`config.mk`:
```
export PLATFORM = sky130hd
export DESIGN_NAME = buton_buyruk_uretici
export DESIGN_NICKNAME = d
export VERILOG_FILES = /design/src/rtl/buton_buyruk_uretici.sv
export SDC_FILE = /design/constraint.sdc
export NUM_CORES = 1
export LEC_CHECK = 0
export BUFFER_PORTS_ARGS = -buffer_cell sky130_fd_sc_hd__buf_4
export CAP_MARGIN = 40
export CORE_UTILIZATION = 40
export DETAILED_ROUTE_END_ITERATION = 8
export PLACE_DENSITY = 0.61
export SYNTH_ARGS = -nofsm -noshare
export SYNTH_HDL_FRONTEND = slang
export SYNTH_SLANG_ARGS = --single-unit
```
`constraint.sdc`:
```
create_clock -name clk -period 1.8 [get_ports clk]
set_clock_uncertainty 0.15 [all_clocks]
set_input_delay 0.18 -clock clk [delete_from_list [all_inputs] [get_ports clk]]
set_output_delay 0.18 -clock clk [all_outputs]
set_load 0.02 [all_outputs]
```
`src/rtl/buton_buyruk_uretici.sv`:
```
// Debounced 4-button front end that issues paired ALU
// instructions built from the switch operands.
module buton_buyruk_uretici #(
  parameter int DEBOUNCE_CYCLES = 16
) (
  input  logic       clk,
  input  logic       rst_n,
  input  logic [3:0] btn,
  input  logic [2:0] sayi1,
  input  logic [2:0] sayi2,
  output logic [8:0] buyruk1,
  output logic [8:0] buyruk2,
  output logic       gecerli,
  output logic       hata,
  output logic [7:0] sayac
);

  localparam int CW = $clog2(DEBOUNCE_CYCLES);
  localparam logic [CW-1:0] CMAX = CW'(DEBOUNCE_CYCLES - 1);

  typedef enum logic [1:0] {
    BOSTA,
    BASILI,
    COKLU
  } durum_t;

  logic [3:0]    s1;
  logic [3:0]    s2;
  logic [3:0]    cand;
  logic [CW-1:0] cnt;
  logic [3:0]    stable;

  durum_t durum;
  durum_t durum_n;

  logic       tek;
  logic       coklu;
  logic       issue;
  logic [3:0] sel;
  logic [2:0] op1;
  logic [2:0] op2;

  always_ff @(posedge clk or negedge rst_n) begin
    if (!rst_n) begin
      s1 <= 4'd0;
      s2 <= 4'd0;
    end else begin
      s1 <= btn;
      s2 <= s1;
    end
  end

  // A new sample restarts the window; stable updates only
  // once cand has survived DEBOUNCE_CYCLES unchanged samples.
  always_ff @(posedge clk or negedge rst_n) begin
    if (!rst_n) begin
      cand   <= 4'd0;
      cnt    <= '0;
      stable <= 4'd0;
    end else if (s2 != cand) begin
      cand <= s2;
      cnt  <= '0;
    end else if (cnt == CMAX) begin
      stable <= cand;
    end else begin
      cnt <= cnt + 1'b1;
    end
  end

  assign tek   = (stable != 4'd0) &&
                 ((stable & (stable - 4'd1)) == 4'd0);
  assign coklu = (stable != 4'd0) && !tek;

  always_ff @(posedge clk or negedge rst_n) begin
    if (!rst_n) begin
      durum <= BOSTA;
    end else begin
      durum <= durum_n;
    end
  end

  always_comb begin
    durum_n = durum;
    issue   = 1'b0;
    unique case (durum)
      BOSTA: begin
        if (tek) begin
          issue   = 1'b1;
          durum_n = BASILI;
        end else if (coklu) begin
          durum_n = COKLU;
        end
      end
      BASILI: begin
        if (stable == 4'd0) durum_n = BOSTA;
      end
      COKLU: begin
        if (stable == 4'd0) durum_n = BOSTA;
      end
      default: durum_n = BOSTA;
    endcase
  end

  assign sel = tek ? stable : 4'd0;

  always_comb begin
    op1 = 3'b000;
    unique case (1'b1)
      sel[0]:  op1 = 3'b000;
      sel[1]:  op1 = 3'b010;
      sel[2]:  op1 = 3'b100;
      sel[3]:  op1 = 3'b110;
      default: op1 = 3'b000;
    endcase
  end

  assign op2 = {op1[2:1], 1'b1};

  always_ff @(posedge clk or negedge rst_n) begin
    if (!rst_n) begin
      buyruk1 <= 9'h000;
      buyruk2 <= 9'h000;
      gecerli <= 1'b0;
      sayac   <= 8'd0;
    end else begin
      gecerli <= issue;
      if (issue) begin
        buyruk1 <= {op1, sayi1, sayi2};
        buyruk2 <= {op2, sayi1, sayi2};
        sayac   <= sayac + 8'd1;
      end
    end
  end

  assign hata = (durum == COKLU);

endmodule

```
After elaboration in Yosys (flattened, before gate mapping)
Index checks and enable logic that the tools add are counted.
{"block": "classes", "n_eq_ne": 7, "bitwise_logic": 2, "reduce_logical": 10, "muxes": 10, "n_addsub": 3}
{"op": "4-bit two-way mux", "n": 3}
{"op": "3-bit one-hot mux with 3 select lines", "n": 1}
{"op": "8-bit by 1-bit adder with 8-bit output (second input constant)", "n": 1}
{"op": "4-bit zero test", "n": 2}
{"op": "2-bit two-way mux", "n": 3}
{"op": "4-bit by 1-bit adder with 4-bit output (second input constant)", "n": 1}
{"op": "4-bit AND", "n": 1}
{"op": "4-bit equality test (second input constant)", "n": 1}
{"op": "4-bit inequality test", "n": 1}
{"op": "2-bit one-hot mux with 2 select lines", "n": 1}
{"op": "2-bit AND reduction", "n": 2}
{"op": "4-bit nonzero test", "n": 1}
{"op": "4-bit by 1-bit subtractor with 4-bit output (second input constant)", "n": 1}
{"op": "3-bit inequality test (second input constant)", "n": 1}
{"op": "2-bit by 1-bit equality test with 1-bit output (second input constant)", "n": 1}
{"op": "2-bit equality test (second input constant)", "n": 1}
{"op": "1-bit logical AND", "n": 2}
{"op": "2-bit zero test", "n": 1}
{"op": "1-bit two-way mux", "n": 2}
{"op": "2-bit by 1-bit inequality test with 1-bit output (second input constant)", "n": 1}
{"op": "2-bit inequality test (second input constant)", "n": 1}
{"op": "2-bit OR reduction", "n": 1}
{"op": "1-bit zero test", "n": 1}
{"op": "1-bit inverter", "n": 1}
{"block": "totals", "ff_bits": 49, "out_inout_bits": 28, "word_cells": 42}

Logic depth before layout (Yosys ltp)
Gate-level depths: netlist of the first run.
{"block": "logic_depth", "word_depth": 9, "ltp_mapped": 6, "mapped_depth_nobuf": 6}

Worst setup path after synthesis of the first run
OpenSTA, ideal clock, no wires.
{"block": "synth_path", "path_type": "reg-to-reg", "startpoint": "register stable[0]", "endpoint": "register buyruk2[0]", "path_buffers": 2, "stages_incl_launch_ff": 7, "setup_time_ps": 125, "t_arrival_ps": 1661, "period_less_slack_ps": 1936, "path_slack_ps": -136, "path_cell_list": "dfrtp_1 > buf_2 > xor2_1 > a221oi_4 > nand2b_4 > buf_6 > mux2_4"}
{"block": "synth_between", "elab_chain_len": 6, "elab_cells_between_ends": 7, "cone_classes": "1 x add/sub; 2 x mux; 1 x bitwise; 3 x reduce/logical"}
{"item": "start, declared", "line_no": "31", "text": "logic [3:0] stable;"}
{"item": "start signal, assigned", "line_no": "64", "text": "stable <= cand;"}
{"item": "4-bit by 1-bit subtractor with 4-bit output", "line_no": "71", "text": "((stable & (stable - 4'd1)) == 4'd0);"}
{"item": "4-bit AND", "line_no": "71"}
{"item": "4-bit zero test", "line_no": "71"}
{"item": "1-bit logical AND (*)", "line_no": "70", "text": "assign tek = (stable != 4'd0) &&"}
{"item": "1-bit two-way mux (*)", "line_no": "87", "text": "if (tek) begin"}
{"item": "1-bit two-way mux (*)", "line_no": "85", "text": "unique case (durum)"}
{"item": "end signal, assigned", "line_no": "129", "text": "buyruk2 <= {op2, sayi1, sayi2};"}
{"item": "end, declared", "line_no": "12", "text": "output logic [8:0] buyruk2,"}
Every way passes the cells marked *; elsewhere a longest branch is shown, timed or not.
A chain may end at the register's enable or synchronous reset.

Worst setup path in the final report of the first run
{"block": "layout_path", "startpoint": "register stable[0]", "endpoint": "register buyruk2[3]"}
The elaborated chain is that of the path after synthesis.

==> results.json, run 1 <==
{
  "status": "finished clean",
  "fin_cells": 240,
  "ys_warn_count": 0,
  "placedInstanceArea_mm2": 0.002046,
  "setup_viol": 0,
  "netlist_area_mm2": 0.001739,
  "ios": 40,
  "ys.flop_type": "dfrtp_1",
  "wl_mm": 3.200,
  "p_switching_uw": 395.1,
  "postSynth.asyncResetShare_pct": 100.0,
  "rsz0062_at_grt": "true",
  "synth-xor-area-share_pct": 6.547,
  "fillers": 359,
  "viasPerCell": 4.829,
  "clock_latency_ns": 0.29,
  "hpwl_mm": 2.220,
  "synth_cells": 140,
  "grt_max_degree": 41,
  "grt.total_usage_pct": 14.91,
  "power_density_mw_per_mm2": 712.3,
  "cts_tree": "yes",
  "die_x_um": 67.94,
  "rrSetupSlack_ns": 0.02,
  "drt_iter0_markers": 40,
  "synth-compound-area-share_pct": 4.892,
  "grt_pass1_vias": 1121,
  "cts_buffers": 5,
  "synthMuxAreaShare_pct": 9.137,
  "r2r_start": "stable[0]",
  "maxCapViolations": 0,
  "min_period_over_period_pct": 98.75,
  "ys_types": 33,
  "grt_pass1_wl_mm": 4.947,
  "p_clk_share_pct": 36.3,
  "antenna_cells": 0,
  "hold_start": "s1[1]",
  "io_buffers": 38,
  "synth_top_family_by_area": "simple AND/OR/NAND/NOR gates",
  "multiInputGateArea_um2": 676.9,
  "cpMaxStageDelayCell": "dfrtp_2",
  "synthTopCellsByCount": "40 x dfrtp_1, 10 x nor2_1, 9 x buf_4, 7 x nand2_1, 7 x xor2_1",
  "synth_area_leader_cell": "dfrtp_1",
  "fmax_mhz": 562.6,
  "grt_remaining_overflow": 0,
  "yosysSeqAreaShare_pct": 57.55,
  "final_area_mm2": 0.002318,
  "cp-end-kind": "flop",
  "row_count": 23,
  "antenna_found_initial": 0,
  "seq_area_mm2": 0.001005,
  "syn-num-nets": 156,
  "core_area_mm2": 0.004086,
  "power_mw": 1.651,
  "path_buf_inv": 0,
  "synth-edff-count": 0,
  "layout-drive-gt1-share_pct": 40.00,
  "fp.dieH_um": 67.94,
  "hold_slack_ns": 0.2014,
  "pwr-share-seq_pct": 56.6,
  "netlist.area_leader.share_pct": 57.55,
  "syn_to_final_growth_pct": 33.31,
  "finalHoldViolCount": 0,
  "synth-seq-cells": 40,
  "dieArea_mm2": 0.004616,
  "internal_power_mw": 1.256,
  "nets": 205,
  "finalMaxSlewViolations": 0,
  "yosys-top-cells-area": "dfrtp_1 58%, buf_4 3.9%, xor2_1 3.5%",
  "start_util_pct": 42.56,
  "fin_crit_ns": 1.777,
  "cts_buffer_depth": 2,
  "hp-class": "reg -> reg",
  "final_util_pct": 56.74,
  "critical_path_required_ns": 1.83,
  "critPathKind": "reg -> reg",
  "path_cells": "xor2_2, a221oi_4, nand2b_4, mux2_1",
  "switching_share_pct": 23.92,
  "avgSynthCellArea_um2": 12.42,
  "cpPeakStageDelay_ns": 0.46,
  "placedCellCount": 219,
  "synthAdderAreaFrac_pct": 2.878,
  "startpoint_type": "flop",
  "dr_total_vias": 1159,
  "htree_levels": 2,
  "ant_nets": 0,
  "path_clk_slew_ns": 0.08,
  "cts.sinks": 40,
  "cp-startpoint": "stable[0]",
  "place_congestion": 0.8520,
  "arrival_ns": 1.81,
  "post_synth_and_or_nand_nor_area_fraction_pct": 11.65,
  "path_max_fanout": 5,
  "route.detailed.drc": 0,
  "clock-root-buffer": "clkbuf_8",
  "synth.most_common_cell": "dfrtp_1",
  "dr.pass1.iters": 4,
  "leakagePower_nw": 1.165,
  "ir_drop_uv": 470.0,
  "drt-wirelength-per-cell_um": 13.33,
  "critPathTopFamily": "flip-flops",
  "p_comb_share_pct": 7.1
}
==> layout by cell type, fill, tap and decap left out, types with 3 or more instances in the layout <==
cell and instances:
buf_4 46, clkbuf_8 5, dfrtp_1 37, dfrtp_2 3, dlygate4sd3_1 11, ha_1 3, inv_1 4, mux2_1 3
mux2_2 4, mux2_4 4, nand2_1 7, nand3_1 4, nor2_1 10, nor3_1 5, xnor2_1 6, xor2_1 6
==> worst paths after layout <==
check	endpoint	cells after the start
worst max-delay path	buyruk2[3]	4
worst min-delay path	s2[1]	0
worst max register to register	buyruk2[3]	4
worst min register to register	s2[1]	0
max in group asynchronous	stable[1]	2
min in group asynchronous	durum[1]	2
==> stage by stage <==
step | setup WS, ns | setup TNS, ns
floorplan | -0.1257 | -0.5111
global placement | 0.05596 | 0
detailed placement | -0.04404 | -0.07932
CTS | 0.008391 | 0
global route | -0.04988 | -0.2751
finish | 0.02253 | 0
==> power by group through the flow <==
stage	clock network [mW]	logic, mW	registers, mW
2_1_floorplan	0	0.0440	0.958
3_5_place_dp	0	0.101	0.953
6_report	0.600	0.117	0.934
5_1_grt	0.655	0.127	0.938
3_3_place_gp	0	0.0987	0.952
4_1_cts	0.624	0.120	0.935
==> metal layers <==
metal | up-vias | global-route usage, % | part of all wire (%)
li1 | 554 | - | -
met1 | 576 | 18.48 | 45
met2 | 25 | 23.65 | 50
met3 | 4 | 4.000 | 3.2
met4 | 0 | 7.813 | 1.0
met5 | - | 0 | 0
==> timing repair <==
action,in CTS,in global routing
buffers inserted,1,0
endpoints found under the setup margin,3,12
cloned,1,0
hold buffers,11,0
hold endpoints to repair,50,0
pin swaps,0,3
gates resized for setup,5,6
==> sequential cells by signal, summed over array words and instances, names as in the netlist <==
register,cells
durum,2
buyruk1,1
buyruk2,8
s2,4
s1,4
cand,4
sayac,8
cnt,4
gecerli,1
stable,4
==> final cells by class <==
class,instances,area share [%]
clock buffer,5,2.968
clock inverter,3,1.025
inverter,4,0.6476
multi-input combinational,80,29.20
sequential,40,43.34
tap,50,2.698
timing repair buffer,58,20.13
==> cells by family after synthesis <==
kind of cell / after synthesis
buffers and inverters: 21
AOI/OAI and AO/OA: 11
adders and majority gates: 4
muxes: 13
DFF: 40
and+or+nand+nor: 37
xor gates and xnor gates: 13
other: 1
No activity file was read; power rests on OpenSTA's default activity.
==> run 2, diff against run 1 <==
--- a/config.mk
+++ b/config.mk
@@ -8,6 +8,7 @@
 export BUFFER_PORTS_ARGS = -buffer_cell sky130_fd_sc_hd__buf_4
 export CAP_MARGIN = 40
 export CORE_UTILIZATION = 40
+export CTS_BUF_LIST = sky130_fd_sc_hd__clkbuf_2
 export DETAILED_ROUTE_END_ITERATION = 8
 export PLACE_DENSITY = 0.61
 export SYNTH_ARGS = -nofsm -noshare
==> results.json, run 2 (same netlist as run 1, synthesis figures left out) <==
{
  "cts_buffer_depth": 2,
  "p_comb_share_pct": 8.1,
  "grt_pass1_wl_mm": 4.995,
  "leakagePower_nw": 1.155,
  "viasPerCell": 4.792,
  "drt_iter0_markers": 53,
  "dr.pass1.iters": 4,
  "cts_buffers": 5,
  "ir_drop_uv": 400.0,
  "internal_power_mw": 1.082,
  "grt_max_degree": 41,
  "status": "finished clean",
  "core_area_mm2": 0.004086,
  "syn_to_final_growth_pct": 31.08,
  "wl_mm": 3.161,
  "final_area_mm2": 0.002280,
  "path_max_fanout": 5,
  "row_count": 23,
  "setup_viol": 0,
  "power_density_mw_per_mm2": 643.2,
  "die_x_um": 67.94,
  "dr_total_vias": 1150,
  "clock_latency_ns": 0.41,
  "top_regs": "buyruk2: 8 flops, sayac: 8 flops",
  "fillers": 359,
  "ios": 40,
  "nets": 205,
  "placedInstanceArea_mm2": 0.002046,
  "grt_remaining_overflow": 0,
  "start_util_pct": 42.56,
  "rsz0062_at_grt": "true",
  "layout_common_cells": "47 x buf_4, 37 x dfrtp_1, 11 x dlygate4sd3_1",
  "dieArea_mm2": 0.004616,
  "switching_share_pct": 26.23,
  "io_buffers": 38,
  "layout-drive-gt1-share_pct": 41.58,
  "pwr-share-seq_pct": 63.9,
  "p_clk_share_pct": 28.1,
  "critical_path_required_ns": 1.98,
  "hp-class": "in -> async",
  "finalMaxSlewViolations": 0,
  "finalHoldViolCount": 0,
  "path_clk_slew_ns": 0.21,
  "cp-end-kind": "flop",
  "grt_pass1_vias": 1103,
  "drt-wirelength-per-cell_um": 13.17,
  "startpoint_type": "flop",
  "clock-root-buffer": "clkbuf_2",
  "arrival_ns": 1.94,
  "hold_slack_ns": 0.09572,
  "cts.sinks": 40,
  "fin_crit_ns": 1.768,
  "antenna_cells": 0,
  "cts_tree": "yes",
  "grt.total_usage_pct": 14.98,
  "p_switching_uw": 384.6,
  "htree_levels": 2,
  "ant_nets": 0,
  "place_congestion": 0.8520,
  "critPathKind": "reg -> reg",
  "layout_commonest_cell": "buf_4",
  "route.detailed.drc": 0,
  "hpwl_mm": 2.220,
  "fp.dieH_um": 67.94,
  "maxCapViolations": 0,
  "fmax_mhz": 565.7,
  "min_period_over_period_pct": 98.21,
  "antenna_found_initial": 0
}
-- run 2: layout make-up --
class                      instances  area, µm²  area share, %
tap                               50      62.56          2.744
inverter                           4      15.01         0.6586
sequential                        40       1005          44.07
clock inverter                     3      23.77          1.043
multi-input combinational         80      685.7          30.08
clock buffer                       5      25.02          1.098
timing repair buffer              58      462.9          20.31
-- run 2: what timing repair did --
action | in CTS | in global routing
cloned | 0 | 1
resized for setup | 7 | 6
hold buffers | 11 | 0
setup buffers | 1 | 0
pin swaps | 0 | 4
endpoints found under the hold margin | 50 | 0
setup endpoints to repair | 5 | 14
-- run 2: stage by stage --
step | instances | setup WS [ns] | setup TNS, ns | utilization (%) | total power [mW]
4_1_cts | 239 | 0.0004368 | 0 | 54.84 | 1.486
2_1_floorplan | 140 | -0.1257 | -0.5111 | - | 1.002
3_3_place_gp | 219 | 0.05596 | 0 | 50.06 | 1.050
3_5_place_dp | 219 | -0.04404 | -0.07932 | 50.06 | 1.054
6_report | 240 | 0.03231 | 0 | 55.79 | 1.466
5_1_grt | 240 | -0.05456 | -0.3490 | 55.79 | 1.532
-- run 2: routing by layer --
metal | part of all wire, % | global-route usage, % | up-vias
li1 | - | - | 557
met1 | 45 | 19.08 | 565
met2 | 50 | 23.16 | 21
met3 | 3.2 | 4.500 | 7
met4 | 1.9 | 7.031 | 0
met5 | 0 | 0 | -
-- run 2: power by group through the flow --
stage	logic, mW	registers [mW]	clock network, mW
floorplan	0.0440	0.958	0
global placement	0.0987	0.952	0
detailed placement	0.101	0.953	0
CTS	0.121	0.937	0.428
global route	0.129	0.941	0.463
finish	0.118	0.936	0.412
-- run 2: critical path: stages (launching register included) --
cell and delay, ns:
dfrtp_2 0.51, xor2_2 0.20, a221oi_4 0.26, nand2b_2 0.25, mux2_4 0.32
-- run 2: worst paths after layout --
path,end,start,depth (start not counted),slack (ns)
setup / recovery,buyruk2[3],stable[0],4,0.03
hold / removal,durum[1],rst_n,2,0.1
setup reg to reg,buyruk2[3],stable[0],4,0.03
hold reg to reg,s2[1],s1[1],0,0.23
max in group asynchronous,stable[0],rst_n,2,1.04
min in group clk,s2[1],s1[1],0,0.23
==> run 3, diff against run 2 <==
--- a/config.mk
+++ b/config.mk
@@ -7,10 +7,10 @@
 export LEC_CHECK = 0
 export BUFFER_PORTS_ARGS = -buffer_cell sky130_fd_sc_hd__buf_4
 export CAP_MARGIN = 40
-export CORE_UTILIZATION = 40
+export CORE_UTILIZATION = 50
 export CTS_BUF_LIST = sky130_fd_sc_hd__clkbuf_2
 export DETAILED_ROUTE_END_ITERATION = 8
-export PLACE_DENSITY = 0.61
+export PLACE_DENSITY = 0.74
 export SYNTH_ARGS = -nofsm -noshare
 export SYNTH_HDL_FRONTEND = slang
 export SYNTH_SLANG_ARGS = --single-unit
==> results.json, run 3 (same netlist as run 1, synthesis figures left out) <==
{
  "setup_viol": 7,
  "htree_levels": 2,
  "path_clk_slew_ns": 0.21,
  "grt_pass1_wl_mm": 4.995,
  "top_regs": "buyruk2: 8 flops, sayac: 8 flops",
  "fin_cells": 237,
  "power_mw": 1.443,
  "cts_buffer_depth": 2,
  "violations": "negative setup slack",
  "cts.sinks": 40,
  "dieArea_mm2": 0.003718,
  "syn_to_final_growth_pct": 32.23,
  "cts_tree": "yes",
  "layout_commonest_cell": "buf_4",
  "leakagePower_nw": 1.172,
  "hpwl_mm": 2.043,
  "cp-end-kind": "flop",
  "row_count": 21,
  "min_period_over_period_pct": 102.9,
  "cts_buffers": 5,
  "r2r_start": "stable[0]",
  "path_cells": "xor2_2, a221oi_4, nand2b_4, mux2_1",
  "path_max_fanout": 5,
  "status": "finished with violations",
  "layout_common_cells": "47 x buf_4, 37 x dfrtp_1, 11 x dlygate4sd3_1",
  "core_area_mm2": 0.003337,
  "drt_iter0_markers": 55,
  "layout-drive-gt1-share_pct": 42.41,
  "clock-root-buffer": "clkbuf_2",
  "viasPerCell": 5.055,
  "antenna_found_initial": 0,
  "dr.pass1.iters": 4,
  "antenna_cells": 0,
  "startpoint_type": "flop",
  "rr_endpoint": "buyruk2[2]",
  "setup_ws_ns": -0.05286,
  "rrSetupSlack_ns": -0.05,
  "fin_crit_ns": 1.853,
  "rsz0062_at_grt": "true",
  "clock_latency_ns": 0.40,
  "maxCapViolations": 0,
  "dr_total_vias": 1198,
  "power_density_mw_per_mm2": 627.5,
  "finalHoldViolCount": 0,
  "ir_drop_uv": 482.6,
  "grt_pass1_vias": 1124,
  "grt_remaining_overflow": 0,
  "fp.dieH_um": 60.98,
  "cpMaxStageDelayCell": "dfrtp_2",
  "ios": 40,
  "fmax_mhz": 539.7,
  "final_util_pct": 68.92,
  "io_buffers": 38,
  "start_util_pct": 52.12,
  "cp-startpoint": "stable[0]",
  "die_x_um": 60.98,
  "drt-wirelength-per-cell_um": 14.16,
  "grt.total_usage_pct": 19.32,
  "hp-class": "in -> async",
  "arrival_ns": 2.00,
  "nets": 206,
  "grt_max_degree": 41,
  "place_congestion": 0.7717,
  "cpPeakStageDelay_ns": 0.51,
  "wl_mm": 3.356,
  "rr_worst_depth": 4,
  "placedCellCount": 213,
  "critPathKind": "reg -> reg",
  "cp-endpoint": "buyruk2[2]",
  "ant_nets": 0,
  "fillers": 249,
  "route.detailed.drc": 0,
  "finalMaxSlewViolations": 0,
  "critical_path_required_ns": 1.95
}
==> run 3: cell count changes in the layout (fill, tap and decap cells not counted) <==
cell / previous run / this run
buf_6: 0 / 1
clkinv_1: 0 / 1
clkinv_4: 1 / 0
nand2b_2: 1 / 0
nand2b_4: 1 / 2
nand3_1: 4 / 3
nand3_2: 0 / 1
nor2_1: 8 / 9
nor2_2: 2 / 1
nor3_1: 5 / 4
nor3_2: 1 / 2
nor4_1: 1 / 0
nor4_2: 0 / 1
==> run 3: where the power goes <==
| group | total (mW) | switching (mW) | leakage [nW] | internal (mW) |
|---|---|---|---|---|
| combinational | 0.119 | 0.0557 | 0.637 | 0.0637 |
| clock | 0.388 | 0.298 | 0.0226 | 0.0900 |
| sequential | 0.936 | 0.0146 | 0.512 | 0.921 |
==> run 3: metrics by stage <==
stage               TNS, ns  setup WS, ns  hold slack [ns]  area (µm²)
floorplan           -0.5111       -0.1257          -0.2656        1759
global placement          0       0.02283          0.02348        2026
detailed placement  -0.2174      -0.07363          0.03413        2026
CTS                       0      0.003143           0.1203        2237
global route        -0.5290      -0.08918           0.1217        2300
finish              -0.1691      -0.05286           0.1006        2300
==> run 3: area by class of cell <==
type	count	area [µm²]	area share [%]
Clock buffer	5	25.02	1.088
Clock inverter	3	18.77	0.8161
Inverter	4	15.01	0.6529
Multi-Input combinational cell	80	704.4	30.63
Sequential cell	40	1005	43.69
Tap cell	46	57.56	2.503
Timing Repair Buffer	59	474.2	20.62
==> run 3: worst min path at each step <==
stage | to | cells past startpoint | slack [ns]
after CTS | sayac[3] | 2 | 0.12
final | sayac[3] | 2 | 0.10
after detailed placement | cnt[3] | 1 | 0.03
after floorplan | buyruk1[8] | 0 | -0.27
after global routing | sayac[3] | 2 | 0.12
after global placement | cnt[3] | 1 | 0.02
==> run 3: worst max-delay path, delay by kind of cell (launching register included) <==
family	cells	cell delay (ns)
flops	1	0.51
simple gates	1	0.25
compound gates	1	0.31
mux	1	0.33
xor+xnor	1	0.21
==> run 3: layer usage <==
layer | track usage (%) | routed length (µm)
met4 | 8.442 | 33
met5 | 0 | 0
met3 | 5.330 | 115
met2 | 32.81 | 1813
met1 | 23.04 | 1393
==> run 3: timing repair <==
item	4_1_cts	5_1_grt
hold buffers	11	0
endpoints found under the setup margin	9	16
endpoints found under the hold margin	50	0
setup buffers	4	0
pin swaps	0	6
gates resized for setup	5	12
cloned	1	0
